[src/rtl/frame_write_sequencer_pkg.sv]
// Shared types and frame-format constants for the frame write sequencer.
package frame_write_sequencer_pkg;

    // Default geometry of the configuration fabric and the frame word format.
    localparam int DefNumberOfRows     = 4;
    localparam int DefNumberOfCols     = 5;
    localparam int DefFrameBitsPerRow  = 32;
    localparam int DefMaxFramesPerCol  = 20;
    localparam int DefFrameSelectWidth = 5;
    localparam int DefRowSelectWidth   = 5;

    // Sequencer states.
    typedef enum logic [1:0] {
        ST_IDLE   = 2'd0,
        ST_DATA   = 2'd1,
        ST_COMMIT = 2'd2,
        ST_DRAIN  = 2'd3
    } state_t;

    // The column field occupies the top FrameSelectWidth bits of the address word.
    function automatic int column_lsb(input int frame_bits, input int select_width);
        return frame_bits - select_width;
    endfunction

endpackage

[src/rtl/frame_addr_check.sv]
// Combinational address-word validation: column in range and exactly one frame bit set.
module frame_addr_check #(
    parameter int NumberOfCols     = 5,
    parameter int FrameSelectWidth = 5,
    parameter int MaxFramesPerCol  = 20
) (
    input  logic [FrameSelectWidth-1:0] column,
    input  logic [MaxFramesPerCol-1:0]  frame_strobe,
    output logic                        addr_valid
);

    localparam logic [MaxFramesPerCol-1:0] StrobeOne = {{(MaxFramesPerCol-1){1'b0}}, 1'b1};

    logic [31:0] column_ext_s;
    logic        column_ok_s;
    logic        one_hot_s;

    // Column range test and one-hot test of the frame strobe field.
    always_comb begin
        column_ext_s = 32'(column);
        column_ok_s  = (column_ext_s < 32'(NumberOfCols));
        one_hot_s    = (frame_strobe != '0) &&
                       ((frame_strobe & (frame_strobe - StrobeOne)) == '0);
        addr_valid   = column_ok_s && one_hot_s;
    end

endmodule

[src/rtl/frame_write_sequencer.sv]
// Accepts an address word followed by one data word per fabric row, writes the rows
// one by one and then pulses LongFrameStrobe to commit the frame.
module frame_write_sequencer
    import frame_write_sequencer_pkg::*;
#(
    parameter int NumberOfRows     = DefNumberOfRows,
    parameter int NumberOfCols     = DefNumberOfCols,
    parameter int FrameBitsPerRow  = DefFrameBitsPerRow,
    parameter int MaxFramesPerCol  = DefMaxFramesPerCol,
    parameter int FrameSelectWidth = DefFrameSelectWidth,
    parameter int RowSelectWidth   = DefRowSelectWidth
) (
    input  logic                       CLK,
    input  logic                       reset,
    input  logic                       clear,
    input  logic                       s_valid,
    input  logic [FrameBitsPerRow-1:0] s_data,
    output logic                       s_ready,
    output logic [FrameBitsPerRow-1:0] FrameAddressRegister,
    output logic [RowSelectWidth-1:0]  RowSelect,
    output logic [FrameBitsPerRow-1:0] ConfigWriteData,
    output logic                       ConfigWriteStrobe,
    output logic                       LongFrameStrobe,
    output logic                       busy,
    output logic                       error,
    output logic [15:0]                frame_count
);

    localparam int                      ColLsb  = column_lsb(FrameBitsPerRow, FrameSelectWidth);
    localparam logic [RowSelectWidth-1:0] LastRow = RowSelectWidth'(NumberOfRows);
    localparam logic [RowSelectWidth-1:0] RowOne  = {{(RowSelectWidth-1){1'b0}}, 1'b1};

    state_t                      state_r;
    logic [RowSelectWidth-1:0]   row_cnt_r;
    logic [FrameBitsPerRow-1:0]  addr_r;
    logic [RowSelectWidth-1:0]   row_sel_r;
    logic [FrameBitsPerRow-1:0]  wr_data_r;
    logic                        wr_strobe_r;
    logic                        commit_r;
    logic                        error_r;
    logic [15:0]                 frame_count_r;
    logic                        addr_valid_s;
    logic                        accept_s;

    frame_addr_check #(
        .NumberOfCols     (NumberOfCols),
        .FrameSelectWidth (FrameSelectWidth),
        .MaxFramesPerCol  (MaxFramesPerCol)
    ) u_addr_check (
        .column       (s_data[ColLsb +: FrameSelectWidth]),
        .frame_strobe (s_data[MaxFramesPerCol-1:0]),
        .addr_valid   (addr_valid_s)
    );

    // A word is never taken during the commit cycle or while an abort is requested.
    assign s_ready  = (state_r != ST_COMMIT) && !clear;
    assign busy     = (state_r != ST_IDLE);
    assign accept_s = s_valid && s_ready;

    assign FrameAddressRegister = addr_r;
    assign RowSelect            = row_sel_r;
    assign ConfigWriteData      = wr_data_r;
    assign ConfigWriteStrobe    = wr_strobe_r;
    assign LongFrameStrobe      = commit_r;
    assign error                = error_r;
    assign frame_count          = frame_count_r;

    // Frame sequencing FSM with registered row writes, commit pulse and status.
    always_ff @(posedge CLK or posedge reset) begin
        if (reset) begin
            state_r       <= ST_IDLE;
            row_cnt_r     <= '0;
            addr_r        <= '0;
            row_sel_r     <= '0;
            wr_data_r     <= '0;
            wr_strobe_r   <= 1'b0;
            commit_r      <= 1'b0;
            error_r       <= 1'b0;
            frame_count_r <= 16'd0;
        end else if (clear) begin
            // Abort: address register, last data word and frame count are kept.
            state_r     <= ST_IDLE;
            row_cnt_r   <= '0;
            row_sel_r   <= '0;
            wr_strobe_r <= 1'b0;
            commit_r    <= 1'b0;
            error_r     <= 1'b0;
        end else begin
            row_sel_r   <= '0;
            wr_strobe_r <= 1'b0;
            commit_r    <= 1'b0;
            case (state_r)
                ST_IDLE: begin
                    if (accept_s) begin
                        row_cnt_r <= RowOne;
                        if (addr_valid_s) begin
                            addr_r  <= s_data;
                            state_r <= ST_DATA;
                        end else begin
                            error_r <= 1'b1;
                            state_r <= ST_DRAIN;
                        end
                    end
                end
                ST_DATA: begin
                    if (accept_s) begin
                        wr_data_r   <= s_data;
                        wr_strobe_r <= 1'b1;
                        row_sel_r   <= row_cnt_r;
                        if (row_cnt_r == LastRow) begin
                            state_r <= ST_COMMIT;
                        end else begin
                            row_cnt_r <= row_cnt_r + RowOne;
                        end
                    end
                end
                ST_COMMIT: begin
                    commit_r      <= 1'b1;
                    frame_count_r <= frame_count_r + 16'd1;
                    state_r       <= ST_IDLE;
                end
                ST_DRAIN: begin
                    if (accept_s) begin
                        if (row_cnt_r == LastRow) begin
                            state_r <= ST_IDLE;
                        end else begin
                            row_cnt_r <= row_cnt_r + RowOne;
                        end
                    end
                end
                default: begin
                    state_r <= ST_IDLE;
                end
            endcase
        end
    end

endmodule

[config.mk]
export PLATFORM = sky130hd
export DESIGN_NAME = frame_write_sequencer
export DESIGN_NICKNAME = d
export VERILOG_FILES = /design/src/rtl/frame_write_sequencer_pkg.sv /design/src/rtl/frame_addr_check.sv /design/src/rtl/frame_write_sequencer.sv
export SDC_FILE = /design/constraint.sdc
export NUM_CORES = 1
export LEC_CHECK = 0
export ABC_AREA = 1
export BUFFER_PORTS_ARGS = -buffer_cell sky130_fd_sc_hd__buf_2
export CAP_MARGIN = 10
export CORE_MARGIN = 4
export CORE_UTILIZATION = 56
export CTS_CLUSTER_DIAMETER = 80
export CTS_CLUSTER_SIZE = 20
export DETAILED_ROUTE_END_ITERATION = 10
export MAX_ROUTING_LAYER = met4
export PLACE_DENSITY_LB_ADDON = 0.2
export REMOVE_ABC_BUFFERS = 1
export SLEW_MARGIN = 10
export SYNTH_ARGS = -nofsm -noshare
export SYNTH_HDL_FRONTEND = slang
export SYNTH_HIERARCHICAL = 1
export SYNTH_SLANG_ARGS = --single-unit
[constraint.sdc]
create_clock -name CLK -period 4.8 [get_ports CLK]
set_input_delay 0.72 -clock CLK [delete_from_list [all_inputs] [get_ports CLK]]
set_output_delay 0.72 -clock CLK [all_outputs]
set_load 0.02 [all_outputs]
==> results by group <==
Outcome
  • Outcome: finished clean

Critical path
  • Worst path cell trace: buf_2 -> nor2_1 -> inv_2 -> nor2_2 -> nand3_2 -> nand2_1 -> nand2_1 -> nor2_2 -> nand3_1 -> nor2_2 -> nand2_1 -> nor2_8 -> nor2_1 -> a21oi_2
  • Crit Path Class: primary input to register
  • Worst path required time: 5.08 ns
  • R2r worst-path depth: 5
  • Reg2Reg Setup Slack: 2.75 ns
  • FF-to-FF End: FrameAddressRegister[18]$_DFFE_PP0P_
  • Startpoint types: primary input
  • Crit path largest cell delay: 0.68 ns
  • Crit-path slowest cell: nor2_8
  • Crit end category: register
  • Worst R2R Start: state_r[0]$_DFFE_PP0P_
  • Crit path DAT: 3.16 ns
  • Crit-path max FO: 45

STA
  • Tcrit/Tclk final: between 60 and 70%
  • Worst-Margin Slew: 0.789 ns
  • RSZ-0062 raised after global routing: false
  • Hold Vio Cnt, Final: 0
  • Setup violations, final: 0
  • Setup TNS: 0 ns
  • Worst Skew: 0.0140 ns
  • Max frequency: 347 MHz
  • Min setup slack post-route: 1.92 ns
  • Final min period: 2.88 ns
  • Relative slew slack: 47.3%
  • Slew Viols, Final: 0

Clock tree
  • Cts bufs inserted: 9
  • Number of clock sinks: 95
  • Max Root-Sink Buffers: 2
  • Postcts setup bufs: 0
  • TritonCTS clock tree: done
  • Hold buffer count at cts: 0
  • Clock root buffer: clkbuf_8
  • Worst skew pair latency: about 0.35 ns
  • Cts repair resizes: 0
  • CTS H-tree depth: 3
  • Reg clk slew, reported paths: 0.09 ns

Synth
  • Simple-gate share of the synthesized area: 29.0%
  • Share of the synthesized area in the top cell type: 53.6%
  • Mux share of post-synthesis cell area: 0%
  • Largest cells by area after synthesis: dfrtp_1, nand2_1, nor2_1
  • Synth Area in Compound Gates: slightly above 8%
  • Xor-xnor portion of the synthesized cell area: about 2.0%
  • Mapped Area: between 0.004 and 0.005 mm^2
  • Synthesized flop and latch total: 95
  • Sequential fraction of the synthesis area: 53.6%
  • Yosys top cell by area: dfrtp_1
  • Largest family of logic cells by synthesized area: simple AND/OR/NAND/NOR gates
  • Gate Count Post-Synth: between 500 and 600
  • Adder-cell share of the synthesized area: 0.846%
  • Post-synthesis area per instance: 8.16 um^2
  • Yosys cell types: 34
  • Yosys Warn Count: 6

GRT
  • Vias in the first global route: 3715
  • Largest net degree at the start of global routing: 65
  • Initial antenna violation count: 0
  • Wire length of the first global-routing pass: 17700 um
  • Remaining global-route overflow: 0
  • GRT Util Overall: a little under a quarter

Run
  • Max Cap Viol: 0

Cells and area
  • Most frequent cells in the layout: nand2_1, buf_2, dfrtp_1, nor2_1, inv_1
  • Layout filler cell count: 684
  • # diodes: 0
  • Register area: between 0.002 and 0.0025 mm^2
  • Commonest non-fill, non-tap cell in the layout: nand2_1
  • P&R area growth vs syn: 19.6%
  • Multi-input combinational cell area: 0.00178 mm^2
  • Nets@finish: ~710
  • Cell Count, Final, Fillers Out: 772
  • Layout cells sized above 1: 26.3%
  • Post-layout util: 68.7%

Floorplanning
  • Core box area: 0.00773 mm^2
  • Total Die Area: 0.00941 mm^2
  • I/O pin cnt: 126
  • FP Rows: 32
  • Height of the die: 97.0 um
  • Die width: 97.0 um
  • Initial core utilization: 57.4%

Drt
  • Iteration-0 DRC Markers: between 100 and 150
  • Drt total wl: 10500 um
  • Routed vias: 3866
  • Per-cell routed wire length: 13.6 um
  • Final ANT Viol Nets: 0
  • Drt drc: 0
  • Initial DRT Pass Iterations: 4
  • Vias per inst: about 5

Power and ir drop
  • VDD IR max: 0.324 mV
  • Power Dens Cells: roughly 410 mW/mm^2
  • Total leakage power: 3.03 nW

Placement
  • Routability-driven placement congestion ratio: 0.920
  • Dpl cells: 758
  • DP Worst Slack: roughly 1.5 ns
  • Port Buffer Count: 125
  • Placed wire-length estimate: approximately 7600 um

Min path
  • Hold Crit Start: ConfigWriteData[17]$_DFFE_PP0P_
  • Worst hold stages: 2
  • Min-delay worst type: register to register
  • Min-Delay Endpoint: ConfigWriteData[17]$_DFFE_PP0P_
## state kept, by name (all words and copies together) (netlist names)
signal	cells
LongFrameStrobe	1
state_r	2
FrameAddressRegister	32
error	1
frame_count	16
ConfigWriteStrobe	1
ConfigWriteData	32
row_cnt_r	5
RowSelect	5
## layout make-up
type	count	area share, %
Sequential cell	95	44.8
Clock buffer	11	2.85
Tap cell	102	2.41
Inverter	50	3.58
Clock inverter	3	0.825
Timing Repair Buffer	127	12.1
Multi-Input combinational cell	384	33.5
## where the power goes
group / leakage, nW / internal, mW / switching (mW)
Combinational: 1.67 / 0.197 / 0.415
Clock: 0.101 / 0.264 / 0.264
Sequential: 1.27 / 0.944 / 0.101
## synthesized netlist by cell type (all sizes together)
master	n
nand3	16
o21ai	47
dfrtp	95
or2	2
nor3b	2
xor2	7
o31ai	1
nand4	4
xnor2	3
nand3b	1
ha	3
clkbuf	4
o22ai	2
nor3	2
inv	50
buf	11
a21oi	16
nor2	75
nand2	203
## cell families after synthesis
group | count (synthesis)
AOI/OAI and AO/OA | 66
and+or+nand+nor | 305
DFF | 95
buffers and inverters | 65
xor gates and xnor gates | 10
adders and majority gates | 3
## critical path: cells and delay by family
kind,cells,cell delay (ns)
AND/OR/NAND/NOR,11,2.09
AO/OA/AOI/OAI,1,0.13
buffers and inverters,2,0.20
## worst max-delay path by stage
stage	slack, ns	cells past startpoint	startpoint	end
final	1.92	14	s_data[0]	FrameAddressRegister[18]$_DFFE_PP0P_
after global routing	1.60	14	s_data[0]	FrameAddressRegister[30]$_DFFE_PP0P_
after CTS	1.91	14	s_data[0]	FrameAddressRegister[18]$_DFFE_PP0P_
after detailed placement	1.54	14	s_data[0]	FrameAddressRegister[18]$_DFFE_PP0P_
after global placement	1.66	14	s_data[0]	FrameAddressRegister[25]$_DFFE_PP0P_
after floorplan	1.60	1	reset	ConfigWriteData[0]$_DFFE_PP0P_
## stage by stage
stage	cell area (um^2)	hold slack [ns]	total power, mW
2_1_floorplan	4340	0.449	1.43
3_3_place_gp	5110	0.449	1.65
3_5_place_dp	5110	0.454	1.68
4_1_cts	5310	0.474	2.20
5_1_grt	5310	0.495	2.32
6_report	5310	0.468	2.19
## metal layers
metal	track usage, %	wire [um]
met1	29.8	4590
met2	38.1	5140
met3	4.54	649
met4	7.02	98
met5	-	0
No activity file was read; power rests on OpenSTA's default activity.
